## src/rtl/sat_trail_stack_pkg.sv

```systemverilog
// sat_trail_stack_pkg: shared types and width helpers for the SAT trail stack
package sat_trail_stack_pkg;
  localparam int LW_MAX = 8;
  typedef enum logic [1:0] {OP_NOP, OP_PUSH, OP_POP, OP_BT} trail_op;
  typedef enum logic {IDLE, BT} bt_state;
  typedef struct packed {
    logic [LW_MAX-1:0] num;
    logic              val;
    logic              dec;
  } trail_entry;
  function automatic int lw_of(input int n);
    return $clog2(n + 1);
  endfunction
  function automatic int cw_of(input int d);
    return $clog2(d + 1);
  endfunction
endpackage

```

## src/rtl/sat_trail_mem.sv

```systemverilog
// sat_trail_mem: DEPTH-entry trail storage, one write port, combinational read, contents not reset
module sat_trail_mem
  import sat_trail_stack_pkg::*;
#(
  parameter int DEPTH = 5,
  parameter int AW    = 3
) (
  input  logic          clk,
  input  logic          we,
  input  logic [AW-1:0] waddr,
  input  trail_entry    wdata,
  input  logic [AW-1:0] raddr,
  output trail_entry    rdata
);
  trail_entry mem [DEPTH];
  // write the pushed entry
  always_ff @(posedge clk) if (we) mem[waddr] <= wdata;
  assign rdata = raddr < AW'(DEPTH) ? mem[raddr] : '0;
endmodule

```

## src/rtl/sat_trail_stack.sv

```systemverilog
// sat_trail_stack: SAT solver assignment trail with push/pop/backtrack-to-decision; optional TRAIL_DUP_CHECK_EN rejects pushes of assigned variables
module sat_trail_stack
  import sat_trail_stack_pkg::*;
#(
  parameter  int NUM_LITERALS = 5,
  parameter  int DEPTH        = NUM_LITERALS,
  localparam int LW           = lw_of(NUM_LITERALS),
  localparam int CW           = cw_of(DEPTH)
) (
  input  logic                    clk,
  input  logic                    rst,
  input  logic                    cmd_valid,
  output logic                    cmd_ready,
  input  logic [1:0]              cmd_op,
  input  logic [LW-1:0]           cmd_num,
  input  logic                    cmd_val,
  input  logic                    cmd_dec,
  output logic [LW-1:0]           top_num,
  output logic                    top_val,
  output logic                    top_dec,
  output logic [CW-1:0]           count,
  output logic                    full,
  output logic                    empty,
  output logic [NUM_LITERALS-1:0] assigned,
  output logic [NUM_LITERALS-1:0] value,
  output logic                    bt_done,
  output logic                    bt_found,
  output logic [LW-1:0]           bt_num,
  output logic                    bt_val,
  output logic                    err_overflow,
  output logic                    err_underflow
);
  bt_state state, nxt;
  trail_op op;
  trail_entry top, wr;
  logic accept, dup, bad_push, do_push, do_pop, bt_end;
  logic [NUM_LITERALS-1:0] psel, tsel;
  assign op      = trail_op'(cmd_op);
  assign full    = count == CW'(DEPTH);
  assign empty   = count == '0;
  assign top_num = top.num[LW-1:0];
  assign top_val = top.val;
  assign top_dec = top.dec;
  assign wr      = '{num: LW_MAX'(cmd_num), val: cmd_val, dec: cmd_dec};
  assign psel    = NUM_LITERALS'(1) << (cmd_num - LW'(1));
  assign tsel    = NUM_LITERALS'(1) << (top.num - LW_MAX'(1));
  assign accept  = cmd_valid && cmd_ready;
  assign bt_end  = empty || top.dec || count == CW'(1);
`ifdef TRAIL_DUP_CHECK_EN
  assign dup = |(assigned & psel);
`else
  assign dup = 1'b0;
`endif
  sat_trail_mem #(.DEPTH(DEPTH), .AW(CW)) u_mem (
    .clk  (clk),
    .we   (do_push),
    .waddr(count),
    .wdata(wr),
    .raddr(count - CW'(1)),
    .rdata(top)
  );
  // state register
  always_ff @(posedge clk) state <= rst ? IDLE : nxt;
  // leave BT once a decision or the bottom of the trail has been popped
  always_comb begin
    nxt = state == IDLE ? ((accept && op == OP_BT) ? BT : IDLE) : (bt_end ? IDLE : BT);
  end
  // command decode: BT pops one entry per cycle while commands are stalled
  always_comb begin
    cmd_ready = state == IDLE;
    bad_push  = cmd_num == '0 || cmd_num > LW'(NUM_LITERALS) || full || dup;
    do_push   = accept && op == OP_PUSH && !bad_push;
    do_pop    = !empty && (state == BT || (accept && op == OP_POP));
  end
  // occupancy and per-variable assignment map
  always_ff @(posedge clk) begin
    if (rst) begin
      count    <= '0;
      assigned <= '0;
      value    <= '0;
    end else if (do_push) begin
      count    <= count + CW'(1);
      assigned <= assigned | psel;
      value    <= (value & ~psel) | (cmd_val ? psel : '0);
    end else if (do_pop) begin
      count    <= count - CW'(1);
      assigned <= assigned & ~tsel;
      value    <= value & ~tsel;
    end
  end
  // backtrack result capture and single-cycle error pulses
  always_ff @(posedge clk) begin
    if (rst) begin
      bt_done       <= 1'b0;
      bt_found      <= 1'b0;
      bt_num        <= '0;
      bt_val        <= 1'b0;
      err_overflow  <= 1'b0;
      err_underflow <= 1'b0;
    end else begin
      bt_done       <= state == BT && bt_end;
      err_overflow  <= accept && op == OP_PUSH && bad_push;
      err_underflow <= accept && op == OP_POP && empty;
      if (state == BT && bt_end) begin
        bt_found <= !empty && top.dec;
        bt_num   <= (!empty && top.dec) ? top.num[LW-1:0] : '0;
        bt_val   <= !empty && top.dec && !top.val;
      end
    end
  end
endmodule

```

## config.mk

```make
export PLATFORM = sky130hd
export DESIGN_NAME = sat_trail_stack
export DESIGN_NICKNAME = d
export VERILOG_FILES = /design/src/rtl/sat_trail_stack_pkg.sv /design/src/rtl/sat_trail_mem.sv /design/src/rtl/sat_trail_stack.sv
export SDC_FILE = /design/constraint.sdc
export NUM_CORES = 1
export LEC_CHECK = 0
export ABC_CLOCK_PERIOD_IN_PS = 5500
export CAP_MARGIN = 40
export CORE_ASPECT_RATIO = 1.5
export CORE_UTILIZATION = 55
export DETAILED_ROUTE_END_ITERATION = 8
export HOLD_SLACK_MARGIN = 0.02
export MAX_ROUTING_LAYER = met4
export PLACE_DENSITY = 0.79
export RECOVER_POWER = 50
export SYNTH_ARGS = -nofsm -noshare
export SYNTH_HDL_FRONTEND = slang
export SYNTH_SLANG_ARGS = --single-unit
```

## constraint.sdc

```tcl
create_clock -name clk -period 5.5 [get_ports clk]
set_clock_uncertainty 0.05 [all_clocks]
set_input_delay 0.55 -clock clk [delete_from_list [all_inputs] [get_ports clk]]
set_output_delay 0.55 -clock clk [all_outputs]
set_load 0.005 [all_outputs]
```

==> results of run 1 <==
[cell families after synthesis]
family	count (synthesis)
xor+xnor	4
simple gates	64
flops	47
fa+ha+maj	8
buf+inv	17
compound gates	37
mux	11
[worst max-delay path, stage by stage (launching register included)]
cell	delay (ns)
dfxtp_1	0.83
inv_1	0.31
ha_1	0.35
xnor2_1	0.39
mux2i_1	0.25
o22ai_1	0.16
a21oi_1	0.33
inv_1	0.07
clkdlybuf4s50_1	0.46
[layer usage]
metal / wire length, microns / vias up
met1: 2000 / 804
met5: 0 / -
met4: 76 / 0
met3: 183 / 8
met2: 2770 / 49
li1: - / 783
[power breakdown]
part / switching [uW] / internal, uW / total [uW]
clock: 114 / 135 / 249
sequential: 8.57 / 374 / 383
combinational: 66.6 / 54.0 / 121
[Yosys cell counts (all sizes together) (2+ instances only)]
| master | n | area [sq um] |
|---|---|---|
| dfxtp | 22 | 440 |
| o21ai | 4 | 23.8 |
| nor2 | 15 | 56.3 |
| mux4 | 2 | 45.0 |
| or3 | 2 | 18.8 |
| nand3 | 6 | 30.0 |
| and2 | 2 | 13.8 |
| nor4 | 4 | 25.0 |
| ha | 8 | 100 |
| nor2b | 2 | 12.5 |
| xor2 | 2 | 25.0 |
| clkbuf | 4 | 26.3 |
| and3 | 4 | 26.3 |
| o21a | 3 | 22.5 |
| edfxtp | 25 | 751 |
| a21oi | 10 | 50.1 |
| xnor2 | 2 | 17.5 |
| inv | 11 | 41.3 |
| and4 | 2 | 18.8 |
| mux2i | 9 | 90.1 |
| o211ai | 2 | 15.0 |
| o22ai | 3 | 18.8 |
| nand2 | 13 | 48.8 |
| buf | 2 | 16.3 |
| nor3 | 5 | 25.0 |
| o2bb2ai | 4 | 35.0 |
[final timing paths]
check	start	end
setup / recovery	count[0]$_SDFFE_PP0P_	top_num[1]
hold / removal	assigned[4]$_SDFFE_PP0P_	assigned[4]$_SDFFE_PP0P_
setup reg to reg	count[0]$_SDFFE_PP0P_	flip-flop
hold reg to reg	assigned[4]$_SDFFE_PP0P_	assigned[4]$_SDFFE_PP0P_
[area by class of cell]
class	count	share of cell area, %
inverters	11	1.52
multi-input cells	124	33.6
repair buffers	42	15.1
clock buffers	5	2.53
clock inverters	3	1.61
flip-flops and latches	47	43.7
well taps	43	1.97
[metrics by stage]
stage                     instance area, sq um  worst slack (ns)
after floorplan                           2210              2.41
after global placement                    2600              1.83
after detailed placement                  2630              1.71
after CTS                                 2740              1.44
after global routing                      2730              1.25
final                                     2730              1.43
==> results by group, run 1 <==
Outcome
  – Status: complete, no violations

Power and ir drop
  – Power per standard cell area: roughly 280 nW/um^2
  – Max VDD drop: just under 0.3 mV
  – Total power draw: approximately 750 uW
  – Leak: 0.00105 uW

Finish
  – Final Net Count: approximately 250
  – FF/Latch Area: ~1200 sq um
  – # diodes: 0
  – Fill cells: 260
  – Share of cells above drive strength 1: approximately an eighth
  – Post-layout util: between 70 and 80%
  – Commonest non-fill, non-tap cell in the layout: dlygate4sd3_1
  – Multi-input gate area: approximately 920 sq um
  – Final cell count without fillers: 275
  – Area Overhead vs Synth: 23.3%
  – Most frequent cells in the layout: dlygate4sd3_1 (27), edfxtp_1 (25), dfxtp_1 (22), nor2_1 (15), nand2_1 (13)

Detailed routing
  – Post-Route WL: 5030 microns
  – First drt pass iteration count: 4
  – DRC violations left: 0
  – Routed len/inst: 18.3 microns
  – Drt initial violations: 79
  – Via density: around 6
  – Number of nets still failing antenna checks after routing: 0
  – Vias: around 1600

Timing
  – Max_slew headroom: 33.6%
  – Total negative slack: 0 ns
  – Final worst path period share: 74.0%
  – Fmax: ~250 MHz
  – Fin Hold WS: ~0.41 ns
  – Min cycle time layout: a little over 4 ns
  – Setup violators final: 0
  – Fin. max-slew vios: 0
  – RSZ-0062 raised after global routing: no
  – Final hold vios: 0
  – Worst slew pin tran: 0.987 ns

Logic synthesis
  – Post-synth ARST share: 0%
  – Post-synthesis compound-gate area fraction: between 10% and 20%
  – EDFF count, synth: 25
  – Post-Synth Adder-Cell Area: under 10%
  – Post-Synth Simple-Gate Area: ~16%
  – Synthesized area: about 2200 sq um
  – Post-Synth XOR/XNOR Area: between 1.5 and 2%
  – FF+latch count, synth: 47
  – Primary FF master, synth: edfxtp_1
  – Yosys cell types: 55
  – Largest family of logic cells by synthesized area: simple AND/OR/NAND/NOR gates
  – Seq/Total Area, Yosys: between 50% and 60%
  – Syn Nets: around 210
  – Mean Syn Cell Area: approximately 12 sq um
  – Cells after Synth: ~190
  – Multiplexer area fraction after synthesis: between 6 and 7%
  – Synth warn: 0

Worst setup path
  – Reg-to-reg slack, setup: about 1.7 ns
  – CP max FO: 18
  – Reg2reg path depth: 11
  – Critical path startpoint category: flip-flop
  – CP Capture Type: output port
  – CP arrival: around 3.5 ns
  – Crit Path Category: flip-flop to output port
  – Critical path data required time: a little under 5 ns

Min path
  – Min-Delay Path Class: flip-flop to flip-flop
  – Worst Hold Depth: 2

GRT
  – Largest net degree at the start of global routing: 19
  – GRT overflow: 0
  – Grt met3 use: under 10%
  – Top Usage Layer GRT: met2
  – Initial antenna violation count: 0
  – GRT Overall Usage: between 20 and 30%
  – GR Util met2: roughly 44%
  – First-pass GRT wire length: 7490 microns
  – Vias in the first global route: around 1600
  – Met1 Track Usage GR: between 20% and 30%

Floorplanning
  – Initial core utilization: around three fifths
  – Cell Rows: 27
  – Die width: roughly 54 microns
  – Die ar.: approximately 4300 sq um
  – Chip Height: roughly 80 microns
  – I/O pins: 39
  – CORE AREA: between 3000 and 4000 sq um

Clocking
  – Clock slew at reported path FFs: about 0.090 ns
  – H-tree depth: 2
  – Number of buffers created by CTS: 5
  – Clock Path Buffers: 2
  – Clock sinks: 47
  – Worst-Skew Late Latency: about 0.29 ns
  – Post-cts sizing count: 0
  – CTS tree: built
  – Post-CTS setup repair buffer count: 0
  – Hold buffers post-CTS: 0
  – CTS root buffer: clkbuf_8

Placement
  – Hpwl dp: 3680 microns
  – Port bufs: 38
  – Gpl congestion: 0.899
  – Dpl cells: ~270

Run
  – Max Cap Viol: 0
Power figures use the tool's default switching activity.
==> run 2, diff against run 1 <==
--- a/config.mk
+++ b/config.mk
@@ -5,14 +5,14 @@
 export SDC_FILE = /design/constraint.sdc
 export NUM_CORES = 1
 export LEC_CHECK = 0
-export ABC_CLOCK_PERIOD_IN_PS = 5500
+export ABC_CLOCK_PERIOD_IN_PS = 3760
 export CAP_MARGIN = 40
 export CORE_ASPECT_RATIO = 1.5
-export CORE_UTILIZATION = 55
+export CORE_UTILIZATION = 52
 export DETAILED_ROUTE_END_ITERATION = 8
 export HOLD_SLACK_MARGIN = 0.02
 export MAX_ROUTING_LAYER = met4
-export PLACE_DENSITY = 0.79
+export PLACE_DENSITY = 0.75
 export RECOVER_POWER = 50
 export SYNTH_ARGS = -nofsm -noshare
 export SYNTH_HDL_FRONTEND = slang
==> constraint.sdc (replaced) <==
create_clock -name clk -period 3.76 [get_ports clk]
set_clock_uncertainty 0.05 [all_clocks]
set_input_delay 0.376 -clock clk [delete_from_list [all_inputs] [get_ports clk]]
set_output_delay 0.376 -clock clk [all_outputs]
set_load 0.005 [all_outputs]
==> results by group, run 2 (synthesized netlist as in run 1, its figures left out) <==
Power and ir drop
  – Power per standard cell area: about 400 nW/um^2
  – Max VDD drop: about 0.41 mV
  – Leak: 0.00105 uW

Clocking
  – Clock Path Buffers: 2
  – Clock sinks: between 40 and 50
  – Hold buffers post-CTS: 0
  – Post-CTS setup repair buffer count: 0
  – Clock slew at reported path FFs: 0.09 ns
  – Post-cts sizing count: 0
  – H-tree depth: 2
  – CTS root buffer: clkbuf_8
  – Number of buffers created by CTS: 5
  – Worst-Skew Late Latency: ~0.30 ns
  – CTS tree: built

Worst setup path
  – CP max-delay cell: clkbuf_1
  – Crit Path Category: flip-flop to output port
  – Critical path startpoint category: flip-flop
  – Slowest stage delay, CP: between 0.7 and 0.8 ns
  – CP Cell Sequence: clkbuf_1 > mux4_2 > mux2i_1 > inv_1 > clkdlybuf4s50_1
  – Reg-to-reg slack, setup: around 0.53 ns
  – Critical path data required time: 3.33 ns
  – CP max FO: 17
  – CP Capture Type: output port
  – CP arrival: 2.95 ns
  – R2R Path Start: count[1]$_SDFFE_PP0P_
  – Reg2reg path depth: 11

Finish
  – Area Overhead vs Synth: 23.8%
  – Layout Cell Area excl Fill: 2740 sq um
  – Share of cells above drive strength 1: around 13%
  – Commonest non-fill, non-tap cell in the layout: dlygate4sd3_1
  – # diodes: 0
  – Post-layout util: around 68%
  – Most frequent cells in the layout: dlygate4sd3_1 (28), edfxtp_1 (25), dfxtp_1 (22), nor2_1 (15), nand2_1 (13)
  – Final cell count without fillers: 278
  – Final Net Count: 250
  – Fill cells: roughly 320

Min path
  – Hold Path Sink: assigned[4]$_SDFFE_PP0P_
  – Min-Delay Path Class: flip-flop to flip-flop
  – Worst Hold Depth: 2
  – Hold path start: assigned[4]$_SDFFE_PP0P_

GRT
  – First-pass GRT wire length: 8770 microns
  – Largest net degree at the start of global routing: 18
  – GRT overflow: 0
  – GRT Overall Usage: a little over a quarter
  – Initial antenna violation count: 0
  – Vias in the first global route: roughly 1800

Timing
  – Setup violators final: 0
  – Final hold vios: 0
  – Worst slew pin tran: ~1.0 ns
  – Fin. max-slew vios: 0
  – Max_slew headroom: about a third
  – Total negative slack: 0 ns
  – Min cycle time layout: 3.37 ns
  – Fmax: roughly 300 MHz
  – RSZ-0062 raised after global routing: no
  – Final worst path period share: 89.7%

Floorplanning
  – CORE AREA: about 4000 sq um
  – Chip Height: a little over 80 microns
  – Initial core utilization: 55.3%
  – Cell Rows: 28
  – Die width: ~55 microns
  – Die ar.: ~4500 sq um
  – I/O pins: 39

Detailed routing
  – Drt initial violations: just under 90
  – Number of nets still failing antenna checks after routing: 0
  – Vias: 1708
  – First drt pass iteration count: 4
  – Post-Route WL: ~5400 microns
  – Routed len/inst: about 20 microns
  – Via density: between 6 and 7
  – DRC violations left: 0

Placement
  – Hpwl dp: 4050 microns
  – Port bufs: 38
  – Gpl congestion: ~0.9
  – DP Area: 2640 sq um
  – Dpl cells: 270

Outcome
  – Status: complete, no violations

Run
  – Max Cap Viol: 0
==> run 2: metrics by stage <==
| stage | power (uW) | setup slack (ns) | hold WS [ns] |
|---|---|---|---|
| 2_1_floorplan | 681 | 0.671 | 0.392 |
| 5_1_grt | 1160 | 0.133 | 0.440 |
| 4_1_cts | 1130 | 0.433 | 0.416 |
| 6_report | 1120 | 0.387 | 0.403 |
| 3_3_place_gp | 749 | 0.896 | 0.394 |
| 3_5_place_dp | 758 | 0.616 | 0.400 |
==> run 2: layout make-up <==
cell class                 instances  area (sq um)  share of cell area [%]
clock buffer                       5          68.8                    2.52
sequential                        47          1190                    43.5
timing repair buffer              43           414                    15.1
clock inverter                     3          46.3                    1.69
multi-input combinational        124           917                    33.5
tap                               45          56.3                    2.06
inverter                          11          41.3                    1.51
==> run 2: worst max-delay path: cells and delay by family (launching register included) <==
family	cells	cell delay (ns)
buf+inv	3	1.32
flops	1	0.34
mux	2	0.98
==> run 2: per-layer routing <==
metal / track usage [%] / up-vias / wire length, microns
met5: - / - / 0
met4: 17.3 / 0 / 265
met3: 3.78 / 23 / 286
met2: 47.0 / 73 / 2910
met1: 28.2 / 824 / 1980
li1: - / 788 / -
==> run 2: worst max path at each step <==
| stage | from | to | cells after the start |
|---|---|---|---|
| 2_1_floorplan | count[0]$_SDFFE_PP0P_ | flip-flop | 13 |
| 3_3_place_gp | cmd_num[1] | flip-flop | 8 |
| 3_5_place_dp | count[1]$_SDFFE_PP0P_ | flip-flop | 11 |
| 4_1_cts | count[1]$_SDFFE_PP0P_ | top_num[1] | 8 |
| 5_1_grt | count[0]$_SDFFE_PP0P_ | top_dec | 5 |
| 6_report | count[0]$_SDFFE_PP0P_ | top_dec | 5 |
==> run 2: report_power, final <==
group          total [uW]  switching [uW]  internal (uW)
registers             554            6.38            548
logic                 187             107           79.7
clock network         375             174            200
==> run 3, diff against run 2 <==
--- a/config.mk
+++ b/config.mk
@@ -8,12 +8,14 @@
 export ABC_CLOCK_PERIOD_IN_PS = 3760
 export CAP_MARGIN = 40
 export CORE_ASPECT_RATIO = 1.5
-export CORE_UTILIZATION = 52
+export CORE_UTILIZATION = 54
+export CTS_BUF_LIST = sky130_fd_sc_hd__clkbuf_8
 export DETAILED_ROUTE_END_ITERATION = 8
 export HOLD_SLACK_MARGIN = 0.02
 export MAX_ROUTING_LAYER = met4
-export PLACE_DENSITY = 0.75
+export PLACE_DENSITY = 0.78
 export RECOVER_POWER = 50
 export SYNTH_ARGS = -nofsm -noshare
 export SYNTH_HDL_FRONTEND = slang
 export SYNTH_SLANG_ARGS = --single-unit
+export TNS_END_PERCENT = 20
==> results by group, run 3 (synthesized netlist as in run 1, its figures left out) <==
Outcome
  – Status: complete, no violations

GRT
  – Largest net degree at the start of global routing: 18
  – Vias in the first global route: about 1800
  – Initial antenna violation count: 0
  – First-pass GRT wire length: slightly above 8000 microns
  – GRT Overall Usage: about 28%
  – GRT overflow: 0

Worst setup path
  – Reg-to-reg slack, setup: around 0.54 ns
  – Critical path startpoint category: flip-flop
  – R2R Path End: u_mem.mem[1][2]$_DFFE_PP_
  – CP Capture Type: output port
  – CP max-delay cell: clkbuf_1
  – Worst path bufs/invs: 3
  – CP max FO: 17
  – CP Cell Sequence: clkbuf_1 > mux4_2 > a21oi_1 > inv_1 > clkdlybuf4s50_1
  – Slowest stage delay, CP: between 0.6 and 0.7 ns
  – R2R Path Start: count[0]$_SDFFE_PP0P_
  – Crit Path Category: flip-flop to output port
  – CP arrival: ~2.9 ns
  – Top delay family on crit path: buffers and inverters
  – Reg2reg path depth: 6
  – Critical path data required time: between 3 and 4 ns

Min path
  – Hold Path Sink: assigned[4]$_SDFFE_PP0P_
  – Worst Hold Depth: 2
  – Hold path start: assigned[4]$_SDFFE_PP0P_
  – Min-Delay Path Class: flip-flop to flip-flop

Clocking
  – H-tree depth: 2
  – Number of buffers created by CTS: 5
  – Clock sinks: 47
  – Post-cts sizing count: 0
  – CTS tree: built
  – CTS root buffer: clkbuf_8
  – Clock Path Buffers: 2
  – Post-CTS setup repair buffer count: 0
  – Worst-Skew Late Latency: about 0.3 ns
  – Clock slew at reported path FFs: ~0.08 ns
  – Hold buffers post-CTS: 0

Detailed routing
  – Wl on met1: 1880 microns
  – Top Layer Used: met4
  – Routed len/inst: ~19 microns
  – Number of nets still failing antenna checks after routing: 0
  – Drt initial violations: 42
  – DRC violations left: 0
  – First drt pass iteration count: 5
  – Via density: 6.02
  – Met3 wire length: roughly 240 microns
  – Met2 wire length: between 2000 and 3000 microns
  – Vias: between 1500 and 2000
  – Post-Route WL: around 5200 microns

Floorplanning
  – Cell Rows: 28
  – Die width: around 54 microns
  – Initial core utilization: 56.3%
  – I/O pins: 39
  – Chip Height: between 80 and 90 microns
  – CORE AREA: 3920 sq um
  – Die ar.: approximately 4400 sq um

Power and ir drop
  – Leak: roughly 0.0010 uW
  – Max VDD drop: ~0.26 mV
  – Power per standard cell area: around 380 nW/um^2

Timing
  – Worst slew pin tran: slightly above 0.9 ns
  – Min cycle time layout: about 3.3 ns
  – Total negative slack: 0 ns
  – RSZ-0062 raised after global routing: no
  – Fin. max-slew vios: 0
  – Setup violators final: 0
  – Max_slew headroom: ~39%
  – Final hold vios: 0
  – Fmax: approximately 300 MHz
  – Final worst path period share: ~88%

Finish
  – Post-layout util: between 60% and 70%
  – Area Overhead vs Synth: 22.1%
  – Final Net Count: 250
  – Commonest non-fill, non-tap cell in the layout: dlygate4sd3_1
  – Share of cells above drive strength 1: about an eighth
  – # diodes: 0
  – Most frequent cells in the layout: dlygate4sd3_1 (28), edfxtp_1 (25), dfxtp_1 (22), nor2_1 (15)

Placement
  – Gpl congestion: 0.860
  – Port bufs: 38
  – Hpwl dp: roughly 3900 microns

Run
  – Max Cap Viol: 0
## run 3: worst max path at each step
stage	start	endpoint	slack, ns	cells past startpoint
after floorplan	count[0]$_SDFFE_PP0P_	flip-flop	0.67	13
after global placement	cmd_num[1]	u_mem.mem[1][1]$_DFFE_PP_	0.44	6
after detailed placement	cmd_num[1]	u_mem.mem[1][1]$_DFFE_PP_	0.61	7
after CTS	count[1]$_SDFFE_PP0P_	top_num[2]	0.49	6
after global routing	count[1]$_SDFFE_PP0P_	top_num[1]	0.27	8
final	count[0]$_SDFFE_PP0P_	top_num[2]	0.44	5
## run 3: tightest hold or removal path, delay by kind of cell, from the launching register on
family	cells	cell delay, ns
AOI/OAI and AO/OA	1	0.06
DFF	1	0.32
buffers and inverters	1	0.05
## run 3: cell type report
type                       instances  area [sq um]
inverter                          11          41.3
fill                             291          1220
multi-input combinational        124           917
timing repair buffer              43           412
clock inverter                     3          12.5
clock buffer                       5          68.8
sequential                        47          1190
tap                               45          56.3
## run 3: stage by stage
stage / instances / total power, uW / instance area (sq um) / hold WS (ns) / setup WS, ns
global route: 278 / 1060 / 2700 / 0.437 / 0.269
finish: 278 / 1020 / 2700 / 0.421 / 0.444
detailed placement: 270 / 756 / 2640 / 0.406 / 0.608
global placement: 269 / 748 / 2630 / 0.402 / 0.438
CTS: 278 / 1030 / 2720 / 0.417 / 0.492
floorplan: 188 / 681 / 2210 / 0.392 / 0.671
## run 3: report_power, final
group          total (uW)  leakage [uW]  internal (uW)  switching [uW]
Clock                 286     0.0000505            125             161
Combinational         185      0.000588           79.6             105
Sequential            554      0.000403            548            6.09
## run 3: per-layer routing
layer	up-vias	global-route usage, %
met5	-	-
met4	0	15.9
met3	23	5.68
met2	70	47.9
met1	799	28.0
li1	782	-
